===== config.mk =====
export PLATFORM = sky130hd
export DESIGN_NAME = preamble_peak_detector
export DESIGN_NICKNAME = d
export VERILOG_FILES = /design/src/rtl/preamble_peak_detector.sv
export SDC_FILE = /design/constraint.sdc
export NUM_CORES = 1
export LEC_CHECK = 0
export BUFFER_PORTS_ARGS = -buffer_cell sky130_fd_sc_hd__buf_2
export CAP_MARGIN = 40
export CORE_MARGIN = 10
export CORE_UTILIZATION = 61
export DETAILED_ROUTE_END_ITERATION = 8
export GPL_TIMING_DRIVEN = 0
export PLACE_DENSITY = 0.91
export SETUP_SLACK_MARGIN = 0.3
export SLEW_MARGIN = 20
export SYNTH_ARGS = -nofsm -noshare
export SYNTH_HDL_FRONTEND = slang
export SYNTH_SLANG_ARGS = --single-unit

===== constraint.sdc =====
create_clock -name clk -period 9.73 [get_ports clk]
set_input_delay 1.946 -clock clk [delete_from_list [all_inputs] [get_ports clk]]
set_output_delay 1.946 -clock clk [all_outputs]
set_load 0.005 [all_outputs]

===== src/rtl/preamble_peak_detector.sv =====
// Preamble plateau peak detector: a two-stage pass-through pipeline that marks the
// peak beat of each qualifying correlator plateau with o_tlast and reports the CFO phase.
module preamble_peak_detector #(
   parameter int WIDTH      = 32,
   parameter int WINDOW_LEN = 64,
   parameter int CNT_W      = 16
) (
   input  logic             clk,
   input  logic             reset,
   input  logic             clear,
   input  logic             cfg_enable,
   input  logic [15:0]      cfg_thresh,
   input  logic [15:0]      cfg_min_power,
   input  logic [CNT_W-1:0] cfg_min_run,
   input  logic [CNT_W-1:0] cfg_holdoff,
   input  logic [15:0]      i_mag,
   input  logic [15:0]      i_phase,
   input  logic [15:0]      i_power,
   input  logic [WIDTH-1:0] i_tdata,
   input  logic             i_tvalid,
   output logic             i_tready,
   output logic [WIDTH-1:0] o_tdata,
   output logic [15:0]      o_phase,
   output logic             o_tlast,
   output logic             o_tvalid,
   input  logic             o_tready,
   output logic [31:0]      o_det_count
);

   localparam int PH_SHIFT = $clog2(WINDOW_LEN);

   typedef enum logic [1:0] {
      ST_IDLE    = 2'd0,
      ST_RUN     = 2'd1,
      ST_HOLDOFF = 2'd2
   } state_t;

   logic [31:0]        w_prod;
   logic [15:0]        w_scaled;
   logic signed [17:0] w_metric;
   logic               w_trig;
   logic [15:0]        w_phase_sh;
   logic               w_s2_free;
   logic               w_s1_xfer;
   logic               w_s1_free;
   logic               w_s1_load;

   logic               r_s1_valid;
   logic [WIDTH-1:0]   r_s1_data;
   logic [15:0]        r_s1_phase;
   logic signed [17:0] r_s1_metric;
   logic               r_s1_trig;

   logic               r_s2_valid;
   logic [WIDTH-1:0]   r_s2_data;
   logic [15:0]        r_s2_phase;
   logic               r_s2_last;

   state_t             r_state;
   logic signed [17:0] r_prev_metric;
   logic signed [18:0] r_prev_diff;
   logic [CNT_W-1:0]   r_run_cnt;
   logic [CNT_W-1:0]   r_hold_cnt;
   logic [31:0]        r_det_count;

   state_t             w_nxt_state;
   logic signed [17:0] w_nxt_prev_metric;
   logic signed [18:0] w_nxt_prev_diff;
   logic [CNT_W-1:0]   w_nxt_run;
   logic [CNT_W-1:0]   w_nxt_hold;
   logic               w_detect;
   logic signed [18:0] w_diff;
   logic               w_zc;
   logic [CNT_W-1:0]   w_run_inc;

   // Metric: |P| minus the power scaled by sqrt(D); positive means above threshold.
   assign w_prod     = {16'd0, i_power} * {16'd0, cfg_thresh};
   assign w_scaled   = 16'(w_prod >> 16);
   assign w_metric   = {2'b00, i_mag} - {2'b00, w_scaled};
   assign w_trig     = (w_metric > 18'sd0) && (i_power > cfg_min_power);
   assign w_phase_sh = 16'($signed(i_phase) >>> PH_SHIFT);

   assign w_s2_free = !r_s2_valid || o_tready;
   assign w_s1_xfer = r_s1_valid && w_s2_free;
   assign w_s1_free = !r_s1_valid || w_s1_xfer;
   assign w_s1_load = i_tvalid && w_s1_free;
   assign i_tready  = w_s1_free;

   assign w_diff    = {r_s1_metric[17], r_s1_metric} - {r_prev_metric[17], r_prev_metric};
   assign w_zc      = r_s1_trig && (w_diff <= 19'sd0) && (r_prev_diff > 19'sd0);
   assign w_run_inc = (r_run_cnt == {CNT_W{1'b1}}) ? r_run_cnt : r_run_cnt + CNT_W'(1);

   assign o_tdata     = r_s2_data;
   assign o_phase     = r_s2_phase;
   assign o_tlast     = r_s2_last;
   assign o_tvalid    = r_s2_valid;
   assign o_det_count = r_det_count;

   // Peak-tracking next state, evaluated for the beat currently held in S1.
   always_comb begin
      w_nxt_state       = r_state;
      w_nxt_prev_metric = r_prev_metric;
      w_nxt_prev_diff   = r_prev_diff;
      w_nxt_run         = r_run_cnt;
      w_nxt_hold        = r_hold_cnt;
      w_detect          = 1'b0;
      if (!cfg_enable) begin
         w_nxt_state       = ST_IDLE;
         w_nxt_prev_metric = 18'sd0;
         w_nxt_prev_diff   = 19'sd0;
         w_nxt_run         = {CNT_W{1'b0}};
         w_nxt_hold        = {CNT_W{1'b0}};
      end else begin
         case (r_state)
            ST_IDLE: begin
               if (r_s1_trig) begin
                  w_nxt_state       = ST_RUN;
                  w_nxt_run         = CNT_W'(1);
                  w_nxt_prev_metric = r_s1_metric;
                  w_nxt_prev_diff   = w_diff;
               end else begin
                  w_nxt_run         = {CNT_W{1'b0}};
                  w_nxt_prev_metric = 18'sd0;
                  w_nxt_prev_diff   = 19'sd0;
               end
            end
            ST_RUN: begin
               if (!r_s1_trig) begin
                  w_nxt_state       = ST_IDLE;
                  w_nxt_run         = {CNT_W{1'b0}};
                  w_nxt_prev_metric = 18'sd0;
                  w_nxt_prev_diff   = 19'sd0;
               end else begin
                  w_nxt_run         = w_run_inc;
                  w_nxt_prev_metric = r_s1_metric;
                  w_nxt_prev_diff   = w_diff;
                  if (w_zc && (w_run_inc >= cfg_min_run)) begin
                     w_detect    = 1'b1;
                     w_nxt_hold  = cfg_holdoff;
                     w_nxt_state = (cfg_holdoff == {CNT_W{1'b0}}) ? ST_IDLE : ST_HOLDOFF;
                  end else begin
                     w_nxt_state = ST_RUN;
                  end
               end
            end
            ST_HOLDOFF: begin
               w_nxt_run         = {CNT_W{1'b0}};
               w_nxt_prev_metric = 18'sd0;
               w_nxt_prev_diff   = 19'sd0;
               if (r_hold_cnt <= CNT_W'(1)) begin
                  w_nxt_state = ST_IDLE;
                  w_nxt_hold  = {CNT_W{1'b0}};
               end else begin
                  w_nxt_hold  = r_hold_cnt - CNT_W'(1);
               end
            end
            default: begin
               w_nxt_state       = ST_IDLE;
               w_nxt_run         = {CNT_W{1'b0}};
               w_nxt_hold        = {CNT_W{1'b0}};
               w_nxt_prev_metric = 18'sd0;
               w_nxt_prev_diff   = 19'sd0;
            end
         endcase
      end
   end

   // Two-stage elastic pipeline; o_tlast is decided as a beat moves into S2.
   always_ff @(posedge clk or posedge reset) begin
      if (reset) begin
         r_s1_valid  <= 1'b0;
         r_s1_data   <= {WIDTH{1'b0}};
         r_s1_phase  <= 16'd0;
         r_s1_metric <= 18'sd0;
         r_s1_trig   <= 1'b0;
         r_s2_valid  <= 1'b0;
         r_s2_data   <= {WIDTH{1'b0}};
         r_s2_phase  <= 16'd0;
         r_s2_last   <= 1'b0;
      end else if (clear) begin
         r_s1_valid  <= 1'b0;
         r_s1_trig   <= 1'b0;
         r_s2_valid  <= 1'b0;
         r_s2_last   <= 1'b0;
      end else begin
         if (w_s1_load) begin
            r_s1_valid  <= 1'b1;
            r_s1_data   <= i_tdata;
            r_s1_phase  <= w_phase_sh;
            r_s1_metric <= w_metric;
            r_s1_trig   <= w_trig;
         end else if (w_s1_xfer) begin
            r_s1_valid  <= 1'b0;
         end
         if (w_s1_xfer) begin
            r_s2_valid <= 1'b1;
            r_s2_data  <= r_s1_data;
            r_s2_phase <= r_s1_phase;
            r_s2_last  <= w_detect;
         end else if (o_tready) begin
            r_s2_valid <= 1'b0;
            r_s2_last  <= 1'b0;
         end
      end
   end

   // Detector state advances only when a beat actually transfers S1->S2.
   always_ff @(posedge clk or posedge reset) begin
      if (reset) begin
         r_state       <= ST_IDLE;
         r_prev_metric <= 18'sd0;
         r_prev_diff   <= 19'sd0;
         r_run_cnt     <= {CNT_W{1'b0}};
         r_hold_cnt    <= {CNT_W{1'b0}};
         r_det_count   <= 32'd0;
      end else if (clear) begin
         r_state       <= ST_IDLE;
         r_prev_metric <= 18'sd0;
         r_prev_diff   <= 19'sd0;
         r_run_cnt     <= {CNT_W{1'b0}};
         r_hold_cnt    <= {CNT_W{1'b0}};
         r_det_count   <= 32'd0;
      end else if (w_s1_xfer) begin
         r_state       <= w_nxt_state;
         r_prev_metric <= w_nxt_prev_metric;
         r_prev_diff   <= w_nxt_prev_diff;
         r_run_cnt     <= w_nxt_run;
         r_hold_cnt    <= w_nxt_hold;
         if (w_detect) begin
            r_det_count <= r_det_count + 32'd1;
         end
      end
   end

endmodule


==> results_dict.tcl <==
set metrics [dict create \
    status "completed" \
    cp_max_fo 10 \
    cts_buffers 22 \
    firstDrtPassIters 7 \
    drive_above_1_share_pct 19.6 \
    ys_seq_area_share_pct 26.0 \
    fin_cells 2814 \
    place_congestion 0.987 \
    wirelength_um 55000 \
    hold_path.class "reg2reg" \
    root_buffer "clkbuf_16" \
    tns_ns 0 \
    syn_avg_cell_area_um2 9.50 \
    maxCapViolCount 0 \
    drc 0 \
    nets 2876 \
    holdBufCountCts 0 \
    slew_headroom_pct 42.2 \
    setup_viol 0 \
    synth_edf_count 0 \
    cts_tree "done" \
    min_period_ns 9.31 \
    die-area_um2 40300 \
    crit_slowest_cell "fa_1" \
    crit_path_frequent_cell "fa_1" \
    ys_ff_latch 207 \
    leakage_nw 11.5 \
    nFillCells 2278 \
    syn-num-nets 2613 \
    cp_slowest_stage_delay_ns 0.56 \
    ys_warn_count 0 \
    path_class "in2reg" \
    core_um2 32400 \
    dp_cells 2765 \
    worst_pin_slew_ns 0.864 \
    cts.clk_slew.worst_paths_ns 0.06 \
    placementRows 66 \
    ant_nets 0 \
    ys_async_sr_fraction_pct 100 \
    portBuffers 226 \
    synthFlopType "dfrtp_1" \
    chipHeight_um 201 \
    dpl.hpwl_um 43000 \
    start_util_pct 61.5 \
    cp-end-kind "flip-flop" \
    crit_arrival_ns 9.68 \
    drv_slew 0 \
    vias_per_cell 5.94 \
    insertion_delay_ns 0.52 \
    clockBufferDepth 3 \
    synth.distinct_cells 79 \
    hold_violations 0 \
    synth_cells 2095 \
    diodes 0 \
    skew_ns 0.0229 \
    routedWlPerCell_um 19.5 \
    syn_to_final_growth_pct 14.7 \
    cts_sinks 207 \
    power_per_cell_area_nw_per_um2 419 \
    die_w_um 201 \
    ctsHtreeMaxLevel 1 \
    grt_start_max_net_pins 92 \
    via_count 16717 \
    overflow 0 \
    ios 233 \
    crit_required_ns 10.09 \
    drt-initial-drc-count 1344 \
    rsz0062_at_grt "false" \
    synth_area_um2 19900 \
    grt_pass1_vias 17577 \
    ir_drop_uv 617 \
    crit_path_start_kind "input port" \
    fin_crit_sh_pct 95.7 \
    gr-usage-all-layers_pct 26.1 \
    fmax_mhz 107 \
    antenna_found_initial 0 \
    grt_pass1_wl_um 87800 \
]
[through the flow]
step	hold WS [ns]	utilization, %	worst slack [ns]	area [um^2]	total power, W
floorplan	0.440	-	0.329	19900	0.00613
global placement	0.455	66.7	-0.730	21600	0.00713
detailed placement	0.470	66.9	-1.08	21700	0.00758
CTS	0.489	69.6	0.303	22500	0.00873
global route	0.509	70.5	0.180	22800	0.0104
finish	0.492	70.5	0.415	22800	0.00958
[flip-flops by register name (all words and copies together), names as in the netlist, 16 cells and up]
register       count
o_tdata           32
r_prev_metric     17
r_s1_metric       17
r_hold_cnt        16
r_s1_data         32
o_det_count       32
r_run_cnt         16
r_prev_diff       19
[repair_timing]
action,CTS,global route
cloned,0,0
resized for setup,37,121
setup endpoints to repair,9,6
pin swaps,5,17
endpoints found under the hold margin,0,0
buffers inserted,3,8
[cells in the final DEF (no fill, tap or decap), types with 37 or more instances in the layout]
cell type  netlist  layout
xnor2_1         49      48
mux2_2          94      94
inv_1          302     300
dfrtp_1        207     207
nor2_1          98      98
nand2_1        237     237
clkbuf_1        68      42
buf_2            7     230
ha_1           173     167
and2_1         122     122
a21oi_1         54      48
a22o_1          37      37
fa_1           195     193
o21ai_0         84      79
[logic make-up (layout without fill, tap and decap cells)]
kind of cell	Yosys count	in the layout	share of synthesized area [%]
simple gates	664	664	17.0
buf+inv	386	663	7.44
fa+ha+maj	368	368	30.5
compound gates	300	300	10.4
flops	207	207	26.0
mux	100	100	5.64
xor+xnor	70	70	3.08
[cell usage after synthesis (all sizes together), types with 17 or more instances]
| cell | count | area share, % |
|---|---|---|
| nand2 | 237 | 4.5 |
| nor3 | 26 | 0.65 |
| a21o | 28 | 1.1 |
| xor2 | 21 | 0.92 |
| nand2b | 25 | 0.79 |
| nor2b | 17 | 0.53 |
| nor2 | 98 | 1.8 |
| and2 | 123 | 3.9 |
| dfrtp | 207 | 26 |
| mux2 | 97 | 5.5 |
| fa | 195 | 20 |
| xnor2 | 49 | 2.2 |
| ha | 173 | 11 |
| o21ai | 87 | 2.2 |
| nand4 | 17 | 0.53 |
| a21oi | 55 | 1.4 |
| a22o | 37 | 1.6 |
| inv | 302 | 5.7 |
| clkbuf | 68 | 1.3 |
| nand3 | 28 | 0.73 |
| nor4 | 21 | 0.79 |
[metal layers]
metal	global-route usage, %	up-vias	routed length [um]
met4	8.33	0	2040
li1	-	7454	-
met3	5.07	200	4670
met5	0	-	0
met2	46.3	875	27700
met1	31.4	8188	20600
[worst paths after layout]
path | from | endpoint | slack, ns | depth (start not counted)
worst min-delay path | r_prev_diff[6]$_DFFE_PP0N_ | r_prev_diff[6]$_DFFE_PP0N_ | 0.49 | 2
max in group asynchronous | reset | o_det_count[13]$_DFFE_PP0P_ | 7.19 | 4
worst max register to register | r_run_cnt[4]$_DFFE_PP0N_ | o_det_count[11]$_DFFE_PP0P_ | 4.61 | 20
min in group asynchronous | reset | o_tdata[20]$_DFFE_PP0P_ | 1.41 | 2
worst min register to register | r_prev_diff[6]$_DFFE_PP0N_ | r_prev_diff[6]$_DFFE_PP0N_ | 0.49 | 2
worst max-delay path | cfg_thresh[4] | r_s1_trig$_DFFE_PP0P_ | 0.42 | 33
[power breakdown]
group	switching, W	internal, W
Clock	0.000344	0.000508
Combinational	0.00426	0.00338
Sequential	0.0000819	0.000998
Total	0.00469	0.00489
[area by class of cell]
type	instances	area [um^2]	area share, %
sequential	207	5180	22.7
timing repair buffer	239	1280	5.61
inverter	302	1140	5.00
buffer	84	517	2.26
clock buffer	32	638	2.80
tap	442	553	2.42
multi-input combinational	1502	13400	58.8
clock inverter	6	91.3	0.400
[critical path: cells and delay by family]
family | cells | cell delay (ns)
adders and majority gates | 8 | 3.54
xor gates and xnor gates | 2 | 0.28
and+or+nand+nor | 5 | 1.18
buffers and inverters | 7 | 0.67
AOI/OAI and AO/OA | 11 | 2.05
Note: power is estimated with default switching activity, not from simulation.
